<file path="src/rtl/edge_event_sequencer.sv">
// Table-driven sequencer of edge waits on NSIG monitored signals.
// Reports step index, timestamp and firing term for each satisfied step; outputs are registered.
module edge_event_sequencer #(
   parameter int NSIG  = 4,
   parameter int DEPTH = 8,
   parameter int TW    = 16,
   localparam int SW   = (NSIG > 1) ? $clog2(NSIG) : 1,
   localparam int AW   = (DEPTH > 1) ? $clog2(DEPTH) : 1,
   localparam int CW   = 2*SW + 6
) (
   input  logic            clk,
   input  logic            rst,
   input  logic [NSIG-1:0] sig_in,
   input  logic            cfg_we,
   input  logic [AW-1:0]   cfg_addr,
   input  logic [CW-1:0]   cfg_data,
   input  logic            start,
   input  logic            abort,
   output logic            busy,
   output logic            done,
   output logic            hit,
   output logic [AW-1:0]   hit_step,
   output logic [TW-1:0]   hit_time,
   output logic [1:0]      hit_src
);

   typedef enum logic [1:0] {
      ST_IDLE = 2'd0,
      ST_WAIT = 2'd1,
      ST_FIN  = 2'd2
   } state_t;

   state_t            state_r, next_s;
   logic [CW-1:0]     table_r [DEPTH];
   logic [NSIG-1:0]   prev_r;
   logic              primed_r;
   logic [TW-1:0]     timer_r;
   logic [AW-1:0]     ptr_r;

   logic [NSIG-1:0]   rise_s, fall_s;
   logic [CW-1:0]     word_s;
   logic              a_s, b_s, match_s, last_s, end_s;
   logic              accept_s, adv_s, load_s, cfg_ok_s;

   // Edge event of one term; a select beyond the last signal matches no bit and never fires.
   function automatic logic term_fire(input logic [1:0]      mode,
                                      input logic [SW-1:0]   sel,
                                      input logic [NSIG-1:0] rise,
                                      input logic [NSIG-1:0] fall);
      logic r, f, fire;
      r = 1'b0;
      f = 1'b0;
      for (int i = 0; i < NSIG; i++) begin
         if (int'(sel) == i) begin
            r = rise[i];
            f = fall[i];
         end
      end
      case (mode)
         2'b00:   fire = r | f;
         2'b01:   fire = r;
         2'b10:   fire = f;
         default: fire = 1'b0;
      endcase
      return fire;
   endfunction

   assign rise_s  = primed_r ? (sig_in & ~prev_r) : {NSIG{1'b0}};
   assign fall_s  = primed_r ? (~sig_in & prev_r) : {NSIG{1'b0}};
   assign word_s  = table_r[ptr_r];
   assign a_s     = term_fire(word_s[SW+1:SW], word_s[SW-1:0], rise_s, fall_s);
   assign b_s     = word_s[2*SW+4] &
                    term_fire(word_s[2*SW+3:2*SW+2], word_s[2*SW+1:SW+2], rise_s, fall_s);
   assign match_s = a_s | b_s;
   assign last_s  = word_s[2*SW+5];
   assign end_s   = last_s | (ptr_r == AW'(DEPTH-1));
   assign adv_s   = accept_s & ~end_s;

   // State register
   always_ff @(posedge clk or posedge rst) begin
      if (rst) begin
         state_r <= ST_IDLE;
      end else begin
         state_r <= next_s;
      end
   end

   // Next-state decode; abort takes priority over a same-cycle match
   always_comb begin
      next_s = state_r;
      case (state_r)
         ST_IDLE: begin
            if (start) next_s = ST_WAIT;
            else       next_s = ST_IDLE;
         end
         ST_WAIT: begin
            if (abort)                 next_s = ST_IDLE;
            else if (match_s && end_s) next_s = ST_FIN;
            else                       next_s = ST_WAIT;
         end
         ST_FIN:  next_s = ST_IDLE;
         default: next_s = ST_IDLE;
      endcase
   end

   // Per-state control strobes
   always_comb begin
      accept_s = 1'b0;
      load_s   = 1'b0;
      cfg_ok_s = 1'b0;
      case (state_r)
         ST_IDLE: begin
            load_s   = start;
            cfg_ok_s = cfg_we && (int'(cfg_addr) < DEPTH);
         end
         ST_WAIT: accept_s = match_s & ~abort;
         ST_FIN:  accept_s = 1'b0;
         default: accept_s = 1'b0;
      endcase
   end

   // Free-running timer, edge history and priming flag
   always_ff @(posedge clk or posedge rst) begin
      if (rst) begin
         timer_r  <= {TW{1'b0}};
         prev_r   <= {NSIG{1'b0}};
         primed_r <= 1'b0;
      end else begin
         timer_r  <= timer_r + TW'(1);
         prev_r   <= sig_in;
         primed_r <= 1'b1;
      end
   end

   // Wait table and step pointer
   always_ff @(posedge clk or posedge rst) begin
      if (rst) begin
         for (int i = 0; i < DEPTH; i++) table_r[i] <= {CW{1'b0}};
         ptr_r <= {AW{1'b0}};
      end else begin
         if (cfg_ok_s) table_r[cfg_addr] <= cfg_data;
         if (load_s)     ptr_r <= {AW{1'b0}};
         else if (adv_s) ptr_r <= ptr_r + AW'(1);
      end
   end

   // Registered status and hit report; done follows the cycle spent in FIN
   always_ff @(posedge clk or posedge rst) begin
      if (rst) begin
         busy     <= 1'b0;
         done     <= 1'b0;
         hit      <= 1'b0;
         hit_step <= {AW{1'b0}};
         hit_time <= {TW{1'b0}};
         hit_src  <= 2'b00;
      end else begin
         busy <= (next_s == ST_WAIT);
         done <= (state_r == ST_FIN);
         hit  <= accept_s;
         if (accept_s) begin
            hit_step <= ptr_r;
            hit_time <= timer_r;
            hit_src  <= {b_s, a_s};
         end
      end
   end

endmodule
</file>
<file path="config.mk">
export PLATFORM = sky130hd
export DESIGN_NAME = edge_event_sequencer
export DESIGN_NICKNAME = d
export VERILOG_FILES = /design/src/rtl/edge_event_sequencer.sv
export SDC_FILE = /design/constraint.sdc
export NUM_CORES = 1
export LEC_CHECK = 0
export ABC_AREA = 1
export ABC_CLOCK_PERIOD_IN_PS = 10400
export CAP_MARGIN = 20
export CORE_ASPECT_RATIO = 0.9
export CORE_MARGIN = 8
export CORE_UTILIZATION = 33
export CTS_BUF_LIST = sky130_fd_sc_hd__clkbuf_8
export DETAILED_ROUTE_END_ITERATION = 10
export HOLD_SLACK_MARGIN = 0.08
export SLEW_MARGIN = 20
export SYNTH_ARGS = -nofsm -noshare
export SYNTH_HDL_FRONTEND = slang
export SYNTH_SLANG_ARGS = --single-unit
</file>
<file path="constraint.sdc">
create_clock -name clk -period 10.4 [get_ports clk]
set_input_delay 3.12 -clock clk [delete_from_list [all_inputs] [get_ports clk]]
set_output_delay 3.12 -clock clk [all_outputs]
set_load 0.05 [all_outputs]
</file>
# == Yosys cells after proc, flatten, opt, wreduce, memory -nomap -nowiden ==
# Index checks and enable logic that the tools add are counted.
# word_totals
input_bits,22
elab_cells,96
output_inout_bits,24
reg_bits,130
# op_classes
add_sub_neg,2
bitwise_logic,15
n_reduce_logical,8
n_mux,35
eq_ne,14
magnitude_cmp,3
# op_table
cell,n
$bwmux 80,1
$bmux 10 s3,1
$demux 10 s3,1
$mux 10,3
$mux 1,20
$add 16x1->16 const B,1
$eq 2x2->1 const B,7
$eq 2x1->1 const B,6
$logic_not 2->1,5
$and 4x4->4,2
$ge 4x4->1 const B,2
$mux 4,2
$not 3->4,2
$not 4->4,2
$mux 3,2
$pmux 1 s3,2
$lt 4x1->1 const B,1
$mux 2,2
$or 1x1->1,4
$pmux 2 s2,1
$add 3x1->3 const B,1
$and 1x1->1,3
$eq 3x3->1 const B,1
$logic_and 1x1->1,2
2 further kinds,3

# == Longest topological paths before layout ==
# Gate-level depths: netlist of run 1.
# logic_depth
word_depth,18
depth_mapped,19
ltp_nobuf,18

# == Least setup slack after synthesis of run 1 ==
# No wires, ideal clock.
# synth_timing
path_type,input-to-reg
start,input port sig_in[0]
end,register hit_time[11]
required_time_ns,10.279
path_stages,12
setup_ns,0.121
n_path_buf,1
arrival_ns,4.064
setup_slack_ns,6.215
path_cell_list,nand2_1 nor2_1 nand3_1 nand3_1 nand2_1 nand2_1 nand2_1 nand2_2 nand2_4 buf_8 nand2_2 o21ai_2
# synth_via
elab_chain_cells,13
word_cells_on_any_way,29
cone_classes,mux (21); bitwise (8)
# synth_rtl
item,line_no,source
start: declaration,13,"input logic [NSIG-1:0] sig_in,"
$not 4->4,69,assign fall_s = primed_r ? (~sig_in & prev_r) : {NSIG{1'b0}};
$and 4x4->4,69,
$mux 4,69,
$mux 1 (4 in series),54,if (int'(sel) == i) begin
$or 1x1->1,60,2'b00: fire = r | f;
$pmux 1 s3,59,case (mode)
$and 1x1->1,72,assign b_s = word_s[2*SW+4] &
$or 1x1->1 *,74,assign match_s = a_s | b_s;
$and 1x1->1 *,116,ST_WAIT: accept_s = match_s & ~abort;
$mux 1 *,111,case (state_r)
end signal: assignment,154,hit_time <= {TW{1'b0}};
end signal: assignment,162,hit_time <= timer_r;
end: declaration,23,"output logic [TW-1:0] hit_time,"
# Mark *: on every way between the ends. The rest lies on a longest branch, timed or not.
# A chain may end at the register's enable or synchronous reset.

# == Final worst setup path of run 1 ==
# layout_timing
start,input port cfg_we
end,register table_r[39] in the netlist's numbering
# layout_via
elab_chain_cells,1
# layout_rtl
item,line_no,source
start: declaration,14,"input logic cfg_we,"
$mux 1,111,
end signal: indexed assignment,141,if (cfg_ok_s) table_r[cfg_addr] <= cfg_data;
end: declaration,34,logic [CW-1:0] table_r [DEPTH];
# No other way between the ends.

==> results summary, run 1 <==
The worst setup path is launched from an input port. The first global-routing pass estimated 23200 um of wire. Across the run, the number of max-cap violations was 0. The initial antenna violation count was 0. The flow ran to the end, and the final reports show no timing, DRC or antenna violations.

The area share of the leading cell type in the synthesized netlist came out at 53.9%. After floorplanning, the core was divided into 47 placement rows. The largest total area in the synthesized netlist belongs to dfrtp_1. The peak fanout along the critical path came out at 20.

The most critical setup path has its startpoint at cfg_we. Entering global routing, the biggest net connects 70 pins. From synthesis to final layout, the design area changed by 17.1%.

The multi-input combinational cells in the finished layout cover a total of 2280 um^2. The post-synthesis cell area is 6040 um^2. The number of distinct standard cells referenced by the synthesized netlist is 30. The setup TNS came out at 0 ns. For this run, the number of Yosys warnings is 0.

Dividing the synthesized area by the synthesized cell count gives 8.40 um^2. The number of stages on the worst hold path is 1. For the worst setup path, the data required time is 10.73 ns. The maximum cell stage delay along the critical path is 0.76 ns. In this run the critical register-to-register path is launched from ptr_r[0]$_DFFE_PP0P_. The reg-to-reg endpoint is hit_time[4]$_DFFE_PP0P_. Measured along the y axis, the die boundary spans 144 um. Counting every instance in the synthesized netlist gives 719. The core outline area came out at 18200 um^2. The critical path depth in cells is 5. The H-tree was split into 4 levels. For this design the ratio of total power to cell area is 293 nW/um^2. Static timing analysis puts the maximum clock frequency at 0.206 GHz.

The design internal power is 0.00122 W. The number of hold buffers added after CTS came out at 0. Setup violations remaining at the end of the flow were counted as 0. The final-layout fill cell count is 1825. Port buffering added 45 buffers. The setup fix buffers added after clock tree synthesis is 0.

The detailed-route wire length per cell came out at 14.0 um. The cell family contributing the most delay on the critical path is simple AND/OR/NAND/NOR gates. Summed over all nets, the switching power comes to 0.000851 W.

The min-delay analysis places its worst path in the category reg2reg. For this block, wires on met1 add up to 7040 um. The routability-driven placement congestion ratio came out at 0.750.

The area of the die came out at 22900 um^2. In this run the tightest slew margin relative to its limit is 34.9%. Clock tree synthesis selected as its root buffer the cell clkbuf_8. The instance area after placement came out at 6630 um^2.

The routed wire length on met3 came out at 601 um. In this run the count of I/O pins placed on the die edge is 46. The global route total overflow is 0. Summed over all nets, wire length on met2 after detailed routing comes to 6260 um.

The logic depth of the worst register-to-register path came out at 18. The largest individual stage delay along the critical path comes from the cell nand4_1. The fraction of layout cells with a size suffix above 1 is 9.41%. The final antenna-violating net count came out at 0. The setup slack on the worst flop-to-flop path is 7.26 ns. The antenna diode count came out at 0.

The post-cts repair resize count came out at 0. The final hold violation count is 0. Across the VDD grid, the largest voltage drop is 92.9 uV. The final critical delay including setup and external delays came out at 4.86 ns. Summing all non-filler instances in the final layout gives an area of 7070 um^2. The final worst clock skew came out at 0.0124 ns. The routed via count came out at 4638. The routed design has 14100 um of wire. The vias per cell is 4.59. The chip width is 159 um.

The worst-skew pair later-pin latency came out at 0.45 ns. The static leakage came out at 3.37 nW. The signal on the critical path passes through clkdlybuf4s50_1, nand3_1, inv_1, nand4_1, o21ai_0. The detailed placement HPWL is 9230 um.

The switching fraction of total power came out at 41.1%. TritonCTS built the clock tree. The first detailed-routing pass took 5 iterations.

The power share of the clock group is 22.2%. The worst setup path is captured at a flip-flop. The worst path buffer plus inverter count is 2. The combinational share of power is 40.0%. The first routing iteration left 330 violations. The starting density of the core came out at 33.2%. The final cycle utilization of the critical path is 46.7%. Routed signal wires occupy layers up through met4.

The share of total power in sequential cells is 37.8%. The sequential cells in the finished layout cover a total of 3250 um^2. The number of global-route vias before repair is 4451. Counting the buffers created by CTS gives 17. Counting every net in the synthesized netlist gives 744. Following the worst setup path forward leads to its endpoint at table_r[39]$_DFFE_PP0P_.

The path type of the worst setup path is in2reg. The transition time at the pin with the least slew margin is 0.974 ns. For this design, the sink count on the clock tree is 130. Global routing used 13.2% of the available tracks across all layers.

Setup repair after global routing left no endpoint under its margin. At the worst endpoint, the arrival time is 5.19 ns. In the routed design, unresolved DRC markers number 0. The number of nets in the layout is 777. The number of buffers between clock root and the deepest sink is 2.

The clock-pin slew on the worst setup and hold paths came out at 0.07 ns. The count of final max-slew check failures came out at 0. The flip-flop and latch count after synthesis is 130.

Ranked by total cell area, the synthesized netlist is headed by dfrtp_1, nand2_1, o21ai_0, inv_1, nand3_1. After synthesis, flip-flops and latches occupy 53.9% of the total area.
worst min path at each step:
stage,slack (ns),end,startpoint
global route,0.44,done$_DFF_PP0_,state_r[0]$_DFF_PP0_
CTS,0.43,done$_DFF_PP0_,state_r[0]$_DFF_PP0_
global placement,0.41,done$_DFF_PP0_,state_r[0]$_DFF_PP0_
finish,0.42,done$_DFF_PP0_,state_r[0]$_DFF_PP0_
floorplan,0.40,done$_DFF_PP0_,state_r[0]$_DFF_PP0_
detailed placement,0.42,done$_DFF_PP0_,state_r[0]$_DFF_PP0_
layout by cell type, fill, tap and decap left out, types with 13 or more instances in the layout:
master | Yosys | routed
clkbuf_8 | 0 | 17
dfrtp_1 | 130 | 130
o21ai_1 | 14 | 14
o21ai_2 | 17 | 17
clkdlybuf4s50_1 | 0 | 45
inv_1 | 84 | 83
nand3_1 | 48 | 48
o21ai_0 | 96 | 96
nor2_1 | 35 | 35
nand2_2 | 13 | 13
nand2_1 | 191 | 191
cell usage after synthesis, drive strengths merged:
master,number
o211ai,8
conb,1
nor4,1
o22ai,1
clkbuf,20
nand3,48
xnor2,1
a211o,2
nor3,5
a21oi,12
xor2,12
dfrtp,130
o21ai,127
a32o,1
inv,87
nand3b,2
ha,3
nand2,205
nor2,35
buf,14
nand4,4
power groups by stage:
stage                     registers [W]  clock network [W]  logic, W
after global routing           0.000806           0.000494  0.000946
after CTS                      0.000783           0.000472  0.000835
after global placement         0.000788                  0  0.000821
after floorplan                0.000852                  0  0.000573
final                          0.000783           0.000460  0.000830
after detailed placement       0.000791                  0  0.000832
layout make-up:
class,count,share of cell area (%)
Clock buffer,17,3.31
Clock inverter,15,2.71
Inverter,87,4.65
Multi-Input combinational cell,468,32.3
Sequential cell,130,46.0
Tap cell,245,4.34
Timing Repair Buffer,48,6.69
routing by layer:
layer	vias up	global-route usage, %
met5	-	0
met4	0	4.76
met3	15	3.29
met2	79	20.3
met1	2184	17.7
li1	2360	-
cells by family after synthesis:
family / Yosys count / share of synthesized area (%)
other cells: 1 / 0.0621
fa+ha+maj: 3 / 0.622
xor+xnor: 13 / 1.89
flops: 130 / 53.9
compound gates: 151 / 14.1
buf+inv: 121 / 8.66
simple gates: 300 / 20.7
flip-flops by register name, summed over array words and instances (netlist names):
register,count
primed_r,1
state_r,2
done,1
busy,1
table_r,80
hit,1
hit_step,3
hit_src,2
prev_r,4
timer_r,16
hit_time,16
ptr_r,3
metrics by stage:
stage               hold slack (ns)  setup WS [ns]  cells  utilization [%]  total power (W)
CTS                           0.427           5.47   1010             38.8          0.00209
floorplan                     0.403           3.81    719                -          0.00143
global placement              0.413           5.08    978             36.5          0.00161
finish                        0.423           5.54   1010             38.9          0.00207
global route                  0.444           5.37   1010             38.9          0.00225
detailed placement            0.416           5.02    978             36.5          0.00162
Note: power is estimated with default switching activity, not from simulation.
==> inputs of run 2 (changes only) <==
- ABC_CLOCK_PERIOD_IN_PS: 10400 -> 4600
- clock period: 10.4 -> 4.6 ns (I/O delays scaled with it)
==> run 2 against run 1 <==
Clock skew down 0.0021 ns. Sequential power is 130% higher. Worst setup slack worse by 4.0 ns. Largest cell class unchanged. Highest routed layer unchanged.
==> results summary, run 2 (synthesis results as in run 1) <==
The signal on the critical path passes through clkdlybuf4s50_1. The starting density of the core was 33.2% (unchanged). The transition time at the pin with the least slew margin came out at 0.749 ns (-0.225 ns). The peak fanout along the critical path was 2 (-90%). The post-place setup slack is 1.27 ns (-3.75 ns). The routability-driven placement congestion ratio came out at 0.743 (-0.99%). TritonCTS built the clock tree.

The detailed placement HPWL came out at 9080 um (-1.6%). The area occupied by registers is 3250 um^2 (unchanged). The final number of setup-violating endpoints came out at 0 (unchanged).

The largest vdd supply drop was 226 uV (+140%). The run finished with clean final reports. The combinational share of power is 39.7% (-0.3 points). The worst-skew pair later-pin latency was 0.44 ns (about the same). The number of I/O pins is 46 (unchanged). The count of unresolved DRC violations after routing came out at 0 (unchanged). The wire length of the first global-routing pass came out at 23500 um (+1.2%).

The setup fix buffers added after clock tree synthesis is 0 (unchanged). The iteration-0 DRC count of the detailed router was 317 (-3.9%). The maximum cell stage delay along the critical path was 0.83 ns (+0.07 ns). The final cycle utilization of the critical path came out at 66.3%. The fraction of layout cells with a size suffix above 1 came out at 9.86% (+0.45 points). The data arrival time at the worst-slack endpoint is 1.67 ns (-3.52 ns).

The static leakage came out at 3.42 nW (+1.5%). The number of clock sinks came out at 130 (unchanged). The area growth from synthesis to layout is 18.3%. Clock tree synthesis selected as its root buffer the cell clkbuf_8. The library cell used most frequently in the layout, excluding fill and tap cells, is nand2_1. In the layout the commonest cells are nand2_1, dfrtp_1, o21ai_0. The global route total overflow is 0 (unchanged). The number of global-route vias before repair is 4565 (+2.6%). The worst path buffer plus inverter count is 1 (-1). The final hold violation count is 0 (unchanged). The initial antenna violation count was 0 (unchanged). The share of total power in sequential cells is 37.5% (-0.3 points). The chip width came to 159 um (unchanged).

The switching fraction of total power came to 40.3% (-0.79 points). The power share of the clock group is 22.8% (+0.6 points). The power per cell area is 662 nW/um^2 (+130%). For this run, the top clock speed supported by timing is 0.328 GHz. The detailed-route wire length per cell is 13.9 um (-0.43%).

The count of buffers inserted at the top-level ports was 45 (unchanged). The pin count of the biggest net entering global routing came out at 131 (+87%). The number of buffers added by the clock tree synthesis step is 17 (unchanged). The smallest setup slack after layout came out at 1.55 ns (-3.99 ns). The number of flip-flops under the largest register name came out at 80 (unchanged). Setup repair after global routing left no endpoint under its margin. The first-pass iteration count of the detailed router came out at 5 (unchanged). The number of nets in the layout is 784 (+0.90%). The worst hold-check slack came out at 0.435 ns (+0.0119 ns). The count of final max-slew check failures was 0 (unchanged). The routed via count came out at 4702 (+1.4%).

The area occupied by multi-input gates was 2270 um^2 (-0.55%). The antenna diode count came to 0 (unchanged). The vias per cell came out at 4.63 (+0.78%).

table_r holds more flip-flops than any other register. The required time of the critical path came out at 3.22 ns (-7.51 ns). The core outline area came out at 18200 um^2 (unchanged).

The number of hold buffers added after CTS is 0 (unchanged). The area of the die came to 22900 um^2 (unchanged). The final worst clock skew came to 0.0103 ns (-0.00207 ns). The standard-cell row count was 47 (unchanged). The worst setup path is captured at an output pin.

The max-capacitance violation count came out at 0 (unchanged). The post-cts repair resize count is 0 (unchanged). In the final layout, the registers with the most flip-flops are table_r: 80 flops, hit_time: 16 flops, timer_r: 16 flops. The final antenna-violating net count came out at 0 (unchanged). The total net switching power came out at 0.00190 W (+120%). The final critical delay including setup and external delays came out at 3.05 ns. The design internal power came out at 0.00283 W (+130%). The clock-pin slew on the worst setup and hold paths came out at 0.07 ns (about the same). The setup path with the least slack is of type reg2out. The die extent in y is 144 um (unchanged). The overall power was 0.00473 W (+130%). The number of buffers between clock root and the deepest sink is 2 (unchanged).

The final-layout fill cell count came to 1808 (-0.93%). The aggregate global-route resource usage came to 13.3% (+0.088 points). On the critical path the largest part of the delay comes from buffers and inverters.

The H-tree level count came to 4 (unchanged). The setup TNS came out at 0 ns (unchanged). The category of the worst setup path launch point is a flip-flop.

The total wirelength of the detailed-routed design came out at 14100 um (+0.16%). The worst slew margin relative to its limit came out at 49.9% (+15 points). In this run the worst hold path is classified as reg2reg. Among all stages on the critical path, the largest delay is contributed by clkdlybuf4s50_1.
run 2: final timing paths:
path,startpoint,cells after the start,end,slack [ns]
setup / recovery,hit_src[0]$_DFFE_PP0P_,1,hit_src[0],1.55
hold / removal,state_r[0]$_DFF_PP0_,1,done$_DFF_PP0_,0.44
setup reg to reg,ptr_r[1]$_DFFE_PP0P_,17,hit_time[4]$_DFFE_PP0P_,1.72
hold reg to reg,state_r[0]$_DFF_PP0_,1,done$_DFF_PP0_,0.44
max in group asynchronous,rst,3,table_r[53]$_DFFE_PP0P_,2.61
min in group asynchronous,rst,3,primed_r$_DFF_PP0_,1.52
run 2: metal layers:
metal | vias up | routed length, um | track usage [%]
li1 | 2372 | - | -
met1 | 2228 | 6810 | 17.7
met2 | 91 | 6450 | 20.4
met3 | 11 | 700 | 3.62
met4 | 0 | 163 | 4.71
met5 | - | 0 | 0
run 2: cell type report:
cell class | count | share of cell area (%)
Sequential cell | 130 | 45.5
Multi-Input combinational cell | 468 | 31.8
Timing Repair Buffer | 55 | 7.53
Inverter | 87 | 4.62
Tap cell | 245 | 4.29
Clock buffer | 21 | 4.05
Clock inverter | 10 | 2.19
run 2: stage by stage:
step	instance area, um^2	util [%]	instances
after global placement	6700	36.9	985
after CTS	7140	39.3	1016
after floorplan	6040	-	719
final	7140	39.3	1016
after global routing	7140	39.3	1016
after detailed placement	6700	36.9	985
run 2: power by group through the flow:
stage                     Clock, W  Sequential (W)  Combinational (W)
after floorplan                  0         0.00193            0.00129
after global placement           0         0.00179            0.00186
after detailed placement         0         0.00179            0.00189
after CTS                  0.00111         0.00177            0.00190
after global routing       0.00117         0.00182            0.00215
final                      0.00108         0.00177            0.00188
